## src/rtl/rtl_handshake_source.sv

```systemverilog
// Valid/ready word generator: on start, emits count words base, base+1, ... through a
// 2-entry output FIFO, with a programmable number of idle cycles between generator pushes.
//
// state | meaning
// IDLE  | waiting for start; count/base/gap are latched on accept
// RUN   | generator pushes words into the FIFO until remaining reaches 0
// DRAIN | generator finished; waiting for the FIFO to empty, then pulse done
module rtl_handshake_source #(
  parameter int WIDTH = 4,
  parameter int CNT_W = 8,
  parameter int GAP_W = 4
) (
  input  logic             CLK,
  input  logic             ASYNCRESETN,
  input  logic             start,
  input  logic [CNT_W-1:0] count,
  input  logic [WIDTH-1:0] base,
  input  logic [GAP_W-1:0] gap,
  output logic             busy,
  output logic             done,
  output logic [CNT_W-1:0] sent,
  output logic             handshake_valid,
  input  logic             handshake_ready,
  output logic [WIDTH-1:0] data
);

  typedef enum logic [1:0] {S_IDLE, S_RUN, S_DRAIN} state_t;

  state_t           state_q;
  logic             busy_q;
  logic             done_q;
  logic [CNT_W-1:0] cnt_q;
  logic [CNT_W-1:0] rem_q;
  logic [CNT_W-1:0] sent_q;
  logic [WIDTH-1:0] next_q;
  logic [GAP_W-1:0] gap_q;
  logic [GAP_W-1:0] gap_cnt_q;
  logic [WIDTH-1:0] mem0_q;
  logic [WIDTH-1:0] mem1_q;
  logic             wr_ptr_q;
  logic             rd_ptr_q;
  logic [1:0]       occ_q;

  logic push;
  logic pop;

  // Push looks only at the current occupancy, so a full FIFO never accepts a word
  // in the same cycle it pops one.
  assign push = (state_q == S_RUN) && (occ_q != 2'd2) && (rem_q != '0) && (gap_cnt_q == '0);
  assign pop  = (occ_q != 2'd0) && handshake_ready;

  assign handshake_valid = (occ_q != 2'd0);
  assign data            = rd_ptr_q ? mem1_q : mem0_q;
  assign busy            = busy_q;
  assign done            = done_q;
  assign sent            = sent_q;

  always_ff @(posedge CLK or negedge ASYNCRESETN) begin
    if (!ASYNCRESETN) begin
      state_q   <= S_IDLE;
      busy_q    <= 1'b0;
      done_q    <= 1'b0;
      cnt_q     <= '0;
      rem_q     <= '0;
      sent_q    <= '0;
      next_q    <= '0;
      gap_q     <= '0;
      gap_cnt_q <= '0;
      mem0_q    <= '0;
      mem1_q    <= '0;
      wr_ptr_q  <= 1'b0;
      rd_ptr_q  <= 1'b0;
      occ_q     <= 2'd0;
    end else begin
      done_q <= 1'b0;

      if (push) begin
        if (wr_ptr_q) mem1_q <= next_q;
        else          mem0_q <= next_q;
        wr_ptr_q <= ~wr_ptr_q;
      end
      if (pop) begin
        rd_ptr_q <= ~rd_ptr_q;
        if (sent_q != cnt_q) sent_q <= sent_q + 1'b1;
      end
      case ({push, pop})
        2'b10:   occ_q <= occ_q + 2'd1;
        2'b01:   occ_q <= occ_q - 2'd1;
        default: occ_q <= occ_q;
      endcase

      case (state_q)
        S_IDLE: begin
          if (start) begin
            sent_q <= '0;
            cnt_q  <= count;
            if (count != '0) begin
              state_q   <= S_RUN;
              busy_q    <= 1'b1;
              rem_q     <= count;
              next_q    <= base;
              gap_q     <= gap;
              gap_cnt_q <= '0;
            end else begin
              done_q <= 1'b1;
            end
          end
        end
        S_RUN: begin
          if (push) begin
            next_q    <= next_q + 1'b1;
            rem_q     <= rem_q - 1'b1;
            gap_cnt_q <= gap_q;
            if (rem_q == CNT_W'(1)) state_q <= S_DRAIN;
          end else if (gap_cnt_q != '0) begin
            gap_cnt_q <= gap_cnt_q - 1'b1;
          end
        end
        S_DRAIN: begin
          // Finish on the edge that pops the last word, so done follows it by one cycle.
          if ((occ_q == 2'd0) || ((occ_q == 2'd1) && pop)) begin
            state_q <= S_IDLE;
            busy_q  <= 1'b0;
            done_q  <= 1'b1;
          end
        end
        default: begin
          state_q <= S_IDLE;
          busy_q  <= 1'b0;
        end
      endcase
    end
  end

endmodule
```

## config.mk

```make
export PLATFORM = sky130hd
export DESIGN_NAME = rtl_handshake_source
export DESIGN_NICKNAME = d
export VERILOG_FILES = /design/src/rtl/rtl_handshake_source.sv
export SDC_FILE = /design/constraint.sdc
export NUM_CORES = 1
export LEC_CHECK = 0
export BUFFER_PORTS_ARGS = -buffer_cell sky130_fd_sc_hd__buf_2
export CAP_MARGIN = 25
export CORE_MARGIN = 5
export CORE_UTILIZATION = 55
export DETAILED_ROUTE_END_ITERATION = 8
export PLACE_DENSITY = 0.76
export SLEW_MARGIN = 20
export SYNTH_ARGS = -nofsm -noshare
export SYNTH_HDL_FRONTEND = slang
export SYNTH_SLANG_ARGS = --single-unit
export TNS_END_PERCENT = 20
```

## constraint.sdc

```tcl
create_clock -name CLK -period 2.7 [get_ports CLK]
set_input_delay 0.54 -clock CLK [delete_from_list [all_inputs] [get_ports CLK]]
set_output_delay 0.54 -clock CLK [all_outputs]
set_load 0.01 [all_outputs]
```

==> results by group, run 1 <==
Setup path
  – Crit path launch: gap_cnt_q[0]
  – Crit path capture type: flip-flop
  – Worst-path maximum fanout: 11
  – Startpoint types: flip-flop
  – Crit Path Class: reg -> reg
  – WP data required: between 2 and 3 ns
  – Worst Path Arrival: about 2.7 ns
  – FF-to-FF Start: gap_cnt_q[0]
  – CP endpoint: mem0_q[2]
  – Reg-to-Reg End: mem0_q[2]
  – Reg2Reg Setup Slack: slightly below 0.2 ns
  – Cells on worst reg2reg path: 7

Power
  – Power, Total: 3710 uW
  – PwrDens: about 1200 mW/mm2
  – Comb pwr share: between 40% and 50%
  – Worst vdd ir: between 600 and 700 uV
  – Pint: 2180 uW
  – Switching Share: between 40% and 50%
  – Sequential power share: about two fifths
  – Leak: ~0.0015 uW
  – Sw power: approximately 1500 uW
  – Clock power frac: between 10 and 15%

Global route
  – Maximum number of pins on one net before global-route repair: 53
  – Total grt overflow: 0
  – Total Routing Usage GR: 21.1%
  – Number of global-route vias before repair: about 2200
  – Initial antenna violation count: 0
  – First-pass GRT wire length: roughly 11000 um

Detailed routing
  – Routed Wire Length: 6350 um
  – Drc violations: 0
  – Vias: 2260
  – Post-route ant nets: 0
  – DRT Pass-1 Iters: 4
  – Iteration-0 DRC count of the detailed router: 129
  – Per-cell routed wire length: ~16 um
  – Vias/cell: between 5 and 6

Synth
  – Syn Inst Count: roughly 290
  – Mean Syn Cell Area: between 9 and 10 um2
  – Syn Nets: roughly 320
  – Async S/R FF share, synth: 100%
  – Area share of the largest cell type after synthesis: a little under half
  – Yosys cell types: 54
  – Yosys top cell by area: dfrtp_1
  – Number of synthesized flops with an enable pin: 0
  – Top FF cell, synth: dfrtp_1
  – Yosys warning total: 0
  – Sequential element share of the synthesized area: between 40% and 50%
  – Synth Register Bits: 52
  – Area contributors post-synth: dfrtp_1 46%, nand2_1 6.9%, mux2_2 5.2%
  – Cell Area, Synth: 0.00281 mm2

Cells and area
  – Layout area overhead: 14.6%
  – Final Non-Filler Cells: 399
  – Most frequent cells in the layout: 52 x nand2_1, 52 x dfrtp_1, 34 x buf_2
  – ANT cells: 0
  – # fillers: around 420
  – Layout cells sized above 1: about a quarter
  – Fin nets: 357

STA
  – Final worst setup slack: 0.199 ns
  – FMAX: between 300 and 400 MHz
  – Worst rel slew slack: a little under three fifths
  – Setup tns final: 0 ns
  – Worst Hold Margin: 0.333 ns
  – Final slew viol count: 0
  – Final Cycle Share: between 90% and 100%
  – RSZ-0062 raised after global routing: no
  – Setup violators final: 0
  – Final Critical Period: 2.50 ns
  – Worst Clk Skew: roughly 0.0063 ns
  – Worst-margin pin slew: ~0.65 ns
  – Final Hold Viols: 0

Min path
  – Worst hold path class: in -> async

Floorplanning
  – Initial Util: between 50% and 60%
  – IO Count: 35
  – Rows: 26
  – Die height: between 80 and 90 um
  – Core ar.: roughly 0.0050 mm2
  – Die width: roughly 81 um
  – Die ar.: 0.00664 mm2

Clock tree
  – # hold bufs at CTS: 0
  – Clock buffer count from CTS: 5
  – Clk root buf: clkbuf_8
  – Sink Count: 52
  – # Post-CTS Setup Buffers: 0
  – CTS tree: yes
  – Clock Latency Late Sink: ~0.31 ns
  – Reg clk slew, reported paths: ~0.1 ns
  – Post-CTS sizing: 0
  – Max clock buf depth: 2
  – CTS H-Tree Depth: 2

Run
  – Max-cap viol count: 0

Placed design
  – Routability Congestion: between 0.8 and 0.9
  – Port bufs: 34
  – Place WS: 0.235 ns
  – HPWL Detailed: approximately 4600 um
  – Placed insts: 391

Run status
  – Status: finished clean
## cell type report
| class | count | area [um2] | area share, % |
|---|---|---|---|
| multi-input cells | 213 | 1430 | 44.2 |
| flip-flops and latches | 52 | 1300 | 40.4 |
| repair buffers | 45 | 253 | 7.84 |
| well taps | 70 | 87.6 | 2.72 |
| clock buffers | 5 | 68.8 | 2.14 |
| clock inverters | 3 | 46.3 | 1.44 |
| inverters | 11 | 41.3 | 1.28 |
## cells in the mapped netlist (2+ instances only)
library cell  instances
a22oi_1               2
a221oi_1              2
nand3b_1              2
nor2_1               12
a2111o_1              3
o32ai_1               2
or4_1                 2
a211oi_1              4
nand2_1              52
a2111oi_0             2
o2bb2ai_1             2
mux2_2               13
a21oi_1              14
a31oi_1               2
a21boi_0              2
nor2b_1               4
nor3_1                9
xor2_1                9
buf_2                 2
nand3_1               5
nor4_2                2
inv_1                10
clkbuf_1              9
or3_1                 2
xnor2_1               4
a21o_1                2
o211ai_1              3
or2_2                 4
o22ai_1               4
ha_1                  9
dfrtp_1              52
o21ai_0              12
nand2b_1              3
a211o_1               2
mux2i_1               5
## power groups by stage
stage                     Combinational, uW  Clock (uW)  Sequential, uW
after floorplan                        1270           0            1370
after global placement                 1640           0            1450
after detailed placement               1690           0            1470
after CTS                              1710         562            1460
after global routing                   1920         594            1510
final                                  1700         551            1460
## state kept, by name (all words and copies together), names as in the netlist
signal	flops
mem0_q	4
state_q	2
sent	8
occ_q	2
gap_q	4
busy	1
cnt_q	8
next_q	4
mem1_q	4
rd_ptr_q	1
done	1
wr_ptr_q	1
rem_q	8
gap_cnt_q	4
## critical path: stages, from the launching register on
cell	delay, ns
dfrtp_1	0.39
inv_1	0.08
ha_1	0.21
or3b_1	0.43
a2111oi_4	0.46
inv_2	0.21
nor2_2	0.24
mux2_2	0.37
## kinds of logic (layout without fill, tap and decap cells)
kind of cell / Yosys count / after routing / share of synthesized area [%]
multiplexers: 18 / 18 / 6.99
AND/OR/NAND/NOR: 107 / 107 / 18.8
AO/OA/AOI/OAI: 66 / 66 / 16.8
buffers and inverters: 22 / 64 / 3.03
flip-flops: 52 / 52 / 46.3
adder cells (fa/ha/maj): 9 / 9 / 4.01
XOR/XNOR: 13 / 13 / 4.05
## worst min path at each step
| stage | end | slack (ns) | cells after the start | from |
|---|---|---|---|---|
| finish | mem1_q[2] | 0.33 | 2 | ASYNCRESETN |
| global route | mem1_q[2] | 0.40 | 2 | ASYNCRESETN |
| CTS | mem1_q[2] | 0.36 | 2 | ASYNCRESETN |
| detailed placement | gap_q[2] | 0.47 | 2 | gap_q[2] |
| global placement | gap_q[3] | 0.46 | 2 | gap_q[3] |
| floorplan | busy | 0.24 | 0 | ASYNCRESETN |
## metrics by stage
stage / utilization (%) / cell area [um2]
after global placement: 61.6 / 3110
after CTS: 63.9 / 3220
after floorplan: - / 2810
after global routing: 63.9 / 3220
final: 63.9 / 3220
after detailed placement: 61.6 / 3110
## metal layers
layer | up-vias | part of all wire (%) | GRT usage, %
li1 | 1115 | - | -
met1 | 1094 | 48 | 30.7
met2 | 45 | 47 | 32.0
met3 | 6 | 4.2 | 4.06
met4 | 0 | 0.96 | 6.25
met5 | - | 0 | 0
Note: power is estimated with default switching activity, not from simulation.
==> run 2, diff against run 1 <==
REMOVE_ABC_BUFFERS = 1   (was not set)
==> run 2 against run 1 <==
Global-route usage shrank 0.098 points. Clock skew shrank 0.0025 ns. Routed wire length shrank 1.3%. Non-clock buffer count is the same. Utilization shrank 0.50 points. Worst hold slack lost 0.013 ns. First-iteration DRC count shrank 8.5%. Sequential power is essentially flat. Sequential share of layout area grew 0.32 points. Largest power group unchanged. Final area shrank 0.78%. Highest routed layer unchanged. Total power shrank 2.9%. Die area is the same.
==> results by group, run 2 (synthesis results as in run 1) <==
Clock tree
  – Max clock buf depth: 2 (unchanged)
  – CTS H-Tree Depth: 2 (unchanged)
  – CTS tree: yes
  – Clk root buf: clkbuf_8
  – Sink Count: 52 (unchanged)
  – Reg clk slew, reported paths: 0.09 ns (about the same)
  – Clock Latency Late Sink: 0.30 ns (about the same)
  – Clock buffer count from CTS: 5 (unchanged)
  – Post-CTS sizing: 0 (unchanged)

Global route
  – First-pass GRT wire length: 10600 um (-1.3%)
  – Number of global-route vias before repair: 2169 (-2.5%)
  – Total grt overflow: 0 (unchanged)
  – Initial antenna violation count: 0 (unchanged)
  – Total Routing Usage GR: 21.0% (-0.098 points)
  – Maximum number of pins on one net before global-route repair: 37 (-30%)

Setup path
  – Worst-path maximum fanout: 11 (unchanged)
  – Reg2Reg Setup Slack: 0.21 ns (about the same)
  – Cells on worst reg2reg path: 7 (unchanged)
  – FF-to-FF Start: gap_cnt_q[0]
  – Reg-to-Reg End: mem0_q[1]
  – Startpoint types: flip-flop
  – WP data required: 2.89 ns (about the same)
  – Crit path capture type: flip-flop
  – Crit Path Class: reg -> reg
  – Worst Path Arrival: 2.68 ns (-0.03 ns)

Detailed routing
  – Iteration-0 DRC count of the detailed router: 118 (-8.5%)
  – Routed Wire Length: 6260 um (-1.3%)
  – Drc violations: 0 (unchanged)
  – Post-route ant nets: 0 (unchanged)
  – Vias: 2285 (+1.1%)
  – Vias/cell: 5.73 (+1.1%)
  – DRT Pass-1 Iters: 4 (unchanged)
  – Per-cell routed wire length: 15.7 um (-1.3%)

Power
  – Switching Share: 41.5% (+0.20 points)
  – Clock power frac: 12.5% (-2.4 points)
  – Pint: 2110 uW (-3.2%)
  – Sequential power share: 40.4% (+1.1 points)
  – Comb pwr share: 47.1% (+1.3 points)
  – Worst vdd ir: 544 uV (-13%)
  – PwrDens: 1130 mW/mm2 (-2.1%)
  – Sw power: 1490 uW (-2.4%)
  – Leak: 0.00149 uW (-0.64%)

STA
  – Setup violators final: 0 (unchanged)
  – Setup tns final: 0 ns (unchanged)
  – Worst-margin pin slew: 0.802 ns (+0.150 ns)
  – RSZ-0062 raised after global routing: no
  – Final slew viol count: 0 (unchanged)
  – Worst Hold Margin: 0.320 ns (-0.0132 ns)
  – Final Cycle Share: 92.4% (-0.24 points)
  – Final Critical Period: 2.49 ns (-0.00648 ns)
  – FMAX: 401 MHz (+0.26%)
  – Final Hold Viols: 0 (unchanged)
  – Worst rel slew slack: 46.5% (-10 points)
  – Worst Clk Skew: 0.00381 ns (-0.00247 ns)

Cells and area
  – Final Cell Area: 0.00320 mm2 (-0.78%)
  – Layout area overhead: 13.8%
  – ANT cells: 0 (unchanged)
  – Fin nets: 357 (unchanged)
  – Layout cells sized above 1: 23.1% (-0.61 points)
  – Most frequent cells in the layout: 52 x nand2_1, 52 x dfrtp_1, 34 x buf_2

Placed design
  – HPWL Detailed: 4620 um (about the same)
  – Area after DPL: 0.00309 mm2 (-0.48%)
  – Port bufs: 34 (unchanged)
  – Routability Congestion: 0.833 (-3.0%)

Floorplanning
  – Rows: 26 (unchanged)
  – Core ar.: 0.00504 mm2 (unchanged)
  – Die height: 81.5 um (unchanged)
  – IO Count: 35 (unchanged)
  – Die ar.: 0.00664 mm2 (unchanged)
  – Initial Util: 55.8% (unchanged)
  – Die width: 81.5 um (unchanged)

Run status
  – Status: finished clean

Run
  – Max-cap viol count: 0 (unchanged)

Min path
  – Worst hold path class: in -> async
[run 2: what timing repair did]
item,in CTS,in global routing
pin swaps,1,1
setup buffers,0,2
hold buffers,0,0
endpoints found under the setup margin,4,6
[run 2: layer usage]
| metal | vias to the layer above | track usage, % | wire, um |
|---|---|---|---|
| met5 | - | 0 | 0 |
| met3 | 9 | 4.28 | 284 |
| met1 | 1125 | 29.2 | 2930 |
| li1 | 1107 | - | - |
| met2 | 44 | 33.1 | 2980 |
| met4 | 0 | 6.76 | 73 |
[run 2: critical path, stage by stage (launching register included)]
cell	delay, ns
dfrtp_1	0.41
inv_1	0.08
ha_1	0.21
or3b_1	0.43
a2111oi_4	0.44
inv_2	0.21
nor2_2	0.23
mux2_2	0.36
[run 2: worst max-delay path by stage]
| stage | start | endpoint | slack [ns] | cells after the start |
|---|---|---|---|---|
| after floorplan | gap_cnt_q[0] | mem0_q[0] | 0.11 | 7 |
| after global placement | gap_cnt_q[0] | mem0_q[1] | 0.08 | 7 |
| after detailed placement | gap_cnt_q[0] | mem0_q[0] | -0.02 | 7 |
| after CTS | gap_cnt_q[0] | mem0_q[1] | 0.02 | 7 |
| after global routing | rem_q[1] | gap_cnt_q[1] | 0.04 | 8 |
| final | gap_cnt_q[0] | mem0_q[1] | 0.21 | 7 |
[run 2: power groups by stage]
| stage | logic, uW | registers [uW] | clock network (uW) |
|---|---|---|---|
| final | 1700 | 1450 | 451 |
| after global placement | 1630 | 1460 | 0 |
| after CTS | 1690 | 1450 | 468 |
| after global routing | 1910 | 1510 | 506 |
| after floorplan | 1210 | 1390 | 0 |
| after detailed placement | 1680 | 1460 | 0 |
[run 2: per-stage QoR]
step           setup slack, ns  cells  power, uW  util, %
2_1_floorplan            0.115    276       2600        -
3_3_place_gp            0.0794    389       3080     61.3
3_5_place_dp           -0.0247    389       3150     61.3
4_1_cts                 0.0211    397       3610     63.1
5_1_grt                 0.0432    399       3930     63.4
6_report                 0.205    399       3600     63.4
[run 2: cell type report]
| cell class | count | area (um2) |
|---|---|---|
| fill | 441 | 1840 |
| multi-input combinational | 213 | 1430 |
| sequential | 52 | 1300 |
| timing repair buffer | 45 | 253 |
| clock buffer | 8 | 90.1 |
| tap | 70 | 87.6 |
| inverter | 11 | 41.3 |
==> run 3, diff against run 2 <==
CTS_BUF_LIST = sky130_fd_sc_hd__clkbuf_8 sky130_fd_sc_hd__clkbuf_16   (was not set)
==> run 3 against run 2 <==
Routed wire length down 0.18%. Clock power down 1%. Highest routed layer unchanged. Non-clock buffer count unchanged. Sequential power about the same. Fmax up 0.10%. Largest cell class unchanged. Flip-flop and latch count unchanged. Final area unchanged. Utilization unchanged. Count of clock-buffer cells in the layout down 2. Total power down 0.20%. Clock skew down 0.00058 ns. Worst setup slack better by 0.0026 ns.
==> results by group, run 3 (synthesis results as in run 1) <==
Run status
  – Status: finished clean

STA
  – Final slew viol count: 0 (unchanged)
  – Worst Clk Skew: 0.00323 ns (-0.000583 ns)
  – Worst Hold Margin: 0.319 ns (-0.000573 ns)
  – Final worst setup slack: 0.208 ns (+0.00256 ns)
  – Setup violators final: 0 (unchanged)
  – Worst-margin pin slew: 0.804 ns (+0.00158 ns)
  – Final Critical Period: 2.49 ns (-0.00256 ns)
  – FMAX: 401 MHz (+0.10%)
  – Worst rel slew slack: 46.4% (-0.11 points)
  – RSZ-0062 raised after global routing: no
  – Final Hold Viols: 0 (unchanged)
  – Final Cycle Share: 92.3% (-0.095 points)

Global route
  – Number of global-route vias before repair: 2169 (unchanged)
  – First-pass GRT wire length: 10600 um (unchanged)
  – Maximum number of pins on one net before global-route repair: 37 (unchanged)
  – Total grt overflow: 0 (unchanged)
  – Initial antenna violation count: 0 (unchanged)
  – Total Routing Usage GR: 21.0% (unchanged)

Placed design
  – Placed insts: 389 (unchanged)
  – Place WS: -0.0247 ns (unchanged)
  – Routability Congestion: 0.833 (unchanged)
  – HPWL Detailed: 4620 um (unchanged)
  – Port bufs: 34 (unchanged)

Cells and area
  – Layout cells sized above 1: 23.1% (unchanged)
  – Most frequent cells in the layout: 52 x nand2_1, 52 x dfrtp_1, 34 x buf_2
  – Fin nets: 357 (unchanged)
  – Layout area overhead: 13.8% (unchanged)
  – ANT cells: 0 (unchanged)
  – Final Non-Filler Cells: 399 (unchanged)

Setup path
  – Worst-path maximum fanout: 11 (unchanged)
  – Cells on worst reg2reg path: 7 (unchanged)
  – WP data required: 2.89 ns (about the same)
  – Crit path launch: gap_cnt_q[0]
  – Worst Path Arrival: 2.68 ns (about the same)
  – Reg2Reg Setup Slack: 0.21 ns (about the same)
  – Startpoint types: flip-flop
  – CP endpoint: mem0_q[1]
  – Crit Path Class: reg -> reg
  – FF-to-FF Start: gap_cnt_q[0]
  – Reg-to-Reg End: mem0_q[1]
  – Crit path capture type: flip-flop

Power
  – Worst vdd ir: 542 uV (-0.36%)
  – Power, Total: 3600 uW (-0.20%)
  – Leak: 0.00150 uW (+0.55%)
  – PwrDens: 1120 mW/mm2 (-0.20%)
  – Clock power frac: 12.4% (about the same)
  – Sequential power share: 40.4% (about the same)
  – Switching Share: 41.6% (+0.092 points)
  – Pint: 2100 uW (-0.35%)
  – Comb pwr share: 47.2% (about the same)
  – Sw power: 1490 uW (about the same)

Detailed routing
  – Iteration-0 DRC count of the detailed router: 115 (-2.5%)
  – Post-route ant nets: 0 (unchanged)
  – Vias: 2286 (+0.044%)
  – Routed Wire Length: 6250 um (-0.18%)
  – Per-cell routed wire length: 15.7 um (-0.18%)
  – Drc violations: 0 (unchanged)
  – Vias/cell: 5.73 (about the same)
  – DRT Pass-1 Iters: 4 (unchanged)

Floorplanning
  – Core ar.: 0.00504 mm2 (unchanged)
  – IO Count: 35 (unchanged)
  – Initial Util: 55.8% (unchanged)
  – Die ar.: 0.00664 mm2 (unchanged)
  – Rows: 26 (unchanged)
  – Die width: 81.5 um (unchanged)
  – Die height: 81.5 um (unchanged)

Clock tree
  – Post-CTS sizing: 0 (unchanged)
  – CTS H-Tree Depth: 2 (unchanged)
  – Clock Latency Late Sink: 0.30 ns (about the same)
  – # hold bufs at CTS: 0 (unchanged)
  – Reg clk slew, reported paths: 0.09 ns (about the same)
  – CTS tree: yes
  – Clock buffer count from CTS: 5 (unchanged)
  – Sink Count: 52 (unchanged)
  – Max clock buf depth: 2 (unchanged)
  – Clk root buf: clkbuf_8

Run
  – Max-cap viol count: 0 (unchanged)

Min path
  – Worst hold path class: in -> async
run 3: cell type report:
type / instances / area [um2]
Multi-Input combinational cell: 213 / 1430
Tap cell: 70 / 87.6
Clock inverter: 2 / 7.51
Sequential cell: 52 / 1300
Fill cell: 441 / 1840
Clock buffer: 6 / 82.6
Inverter: 11 / 41.3
Timing Repair Buffer: 45 / 253
run 3: through the flow:
stage	TNS, ns	utilization [%]	area (um2)
global route	0	63.4	3200
detailed placement	-0.0819	61.3	3090
finish	0	63.4	3200
global placement	0	61.3	3090
floorplan	0	-	2770
CTS	0	63.1	3180
run 3: metal layers:
metal | global-route usage (%) | vias up | routed length [um]
met5 | 0 | - | 0
met4 | 6.76 | 0 | 73
met3 | 4.28 | 9 | 299
met2 | 33.1 | 49 | 2980
met1 | 29.2 | 1122 | 2900
li1 | - | 1106 | -
run 3: worst max-delay path: stages (launching register included):
cell       delay (ns)
dfrtp_1          0.41
inv_1            0.08
ha_1             0.21
or3b_1           0.43
a2111oi_4        0.44
inv_2            0.21
nor2_2           0.23
mux2_2           0.36
run 3: how the worst min path moves through the flow:
| stage | cells after the start | start | end | slack (ns) |
|---|---|---|---|---|
| 2_1_floorplan | 0 | ASYNCRESETN | busy | 0.24 |
| 3_3_place_gp | 2 | gap_q[3] | gap_q[3] | 0.46 |
| 3_5_place_dp | 2 | gap_q[1] | gap_q[1] | 0.46 |
| 6_report | 1 | ASYNCRESETN | cnt_q[5] | 0.32 |
| 4_1_cts | 1 | ASYNCRESETN | cnt_q[5] | 0.35 |
| 5_1_grt | 1 | ASYNCRESETN | sent[2] | 0.38 |
run 3: power by group through the flow:
stage               clock network [uW]  registers (uW)  logic [uW]
floorplan                            0            1390        1210
global placement                     0            1460        1630
detailed placement                   0            1460        1680
CTS                                461            1450        1690
global route                       499            1510        1910
finish                             445            1450        1700
run 3: what timing repair did:
action / CTS / global route
hold endpoints to repair: 0 / 0
setup buffers: 0 / 2
setup endpoints to repair: 4 / 6
pin swaps: 1 / 1
gates cloned: 0 / 0
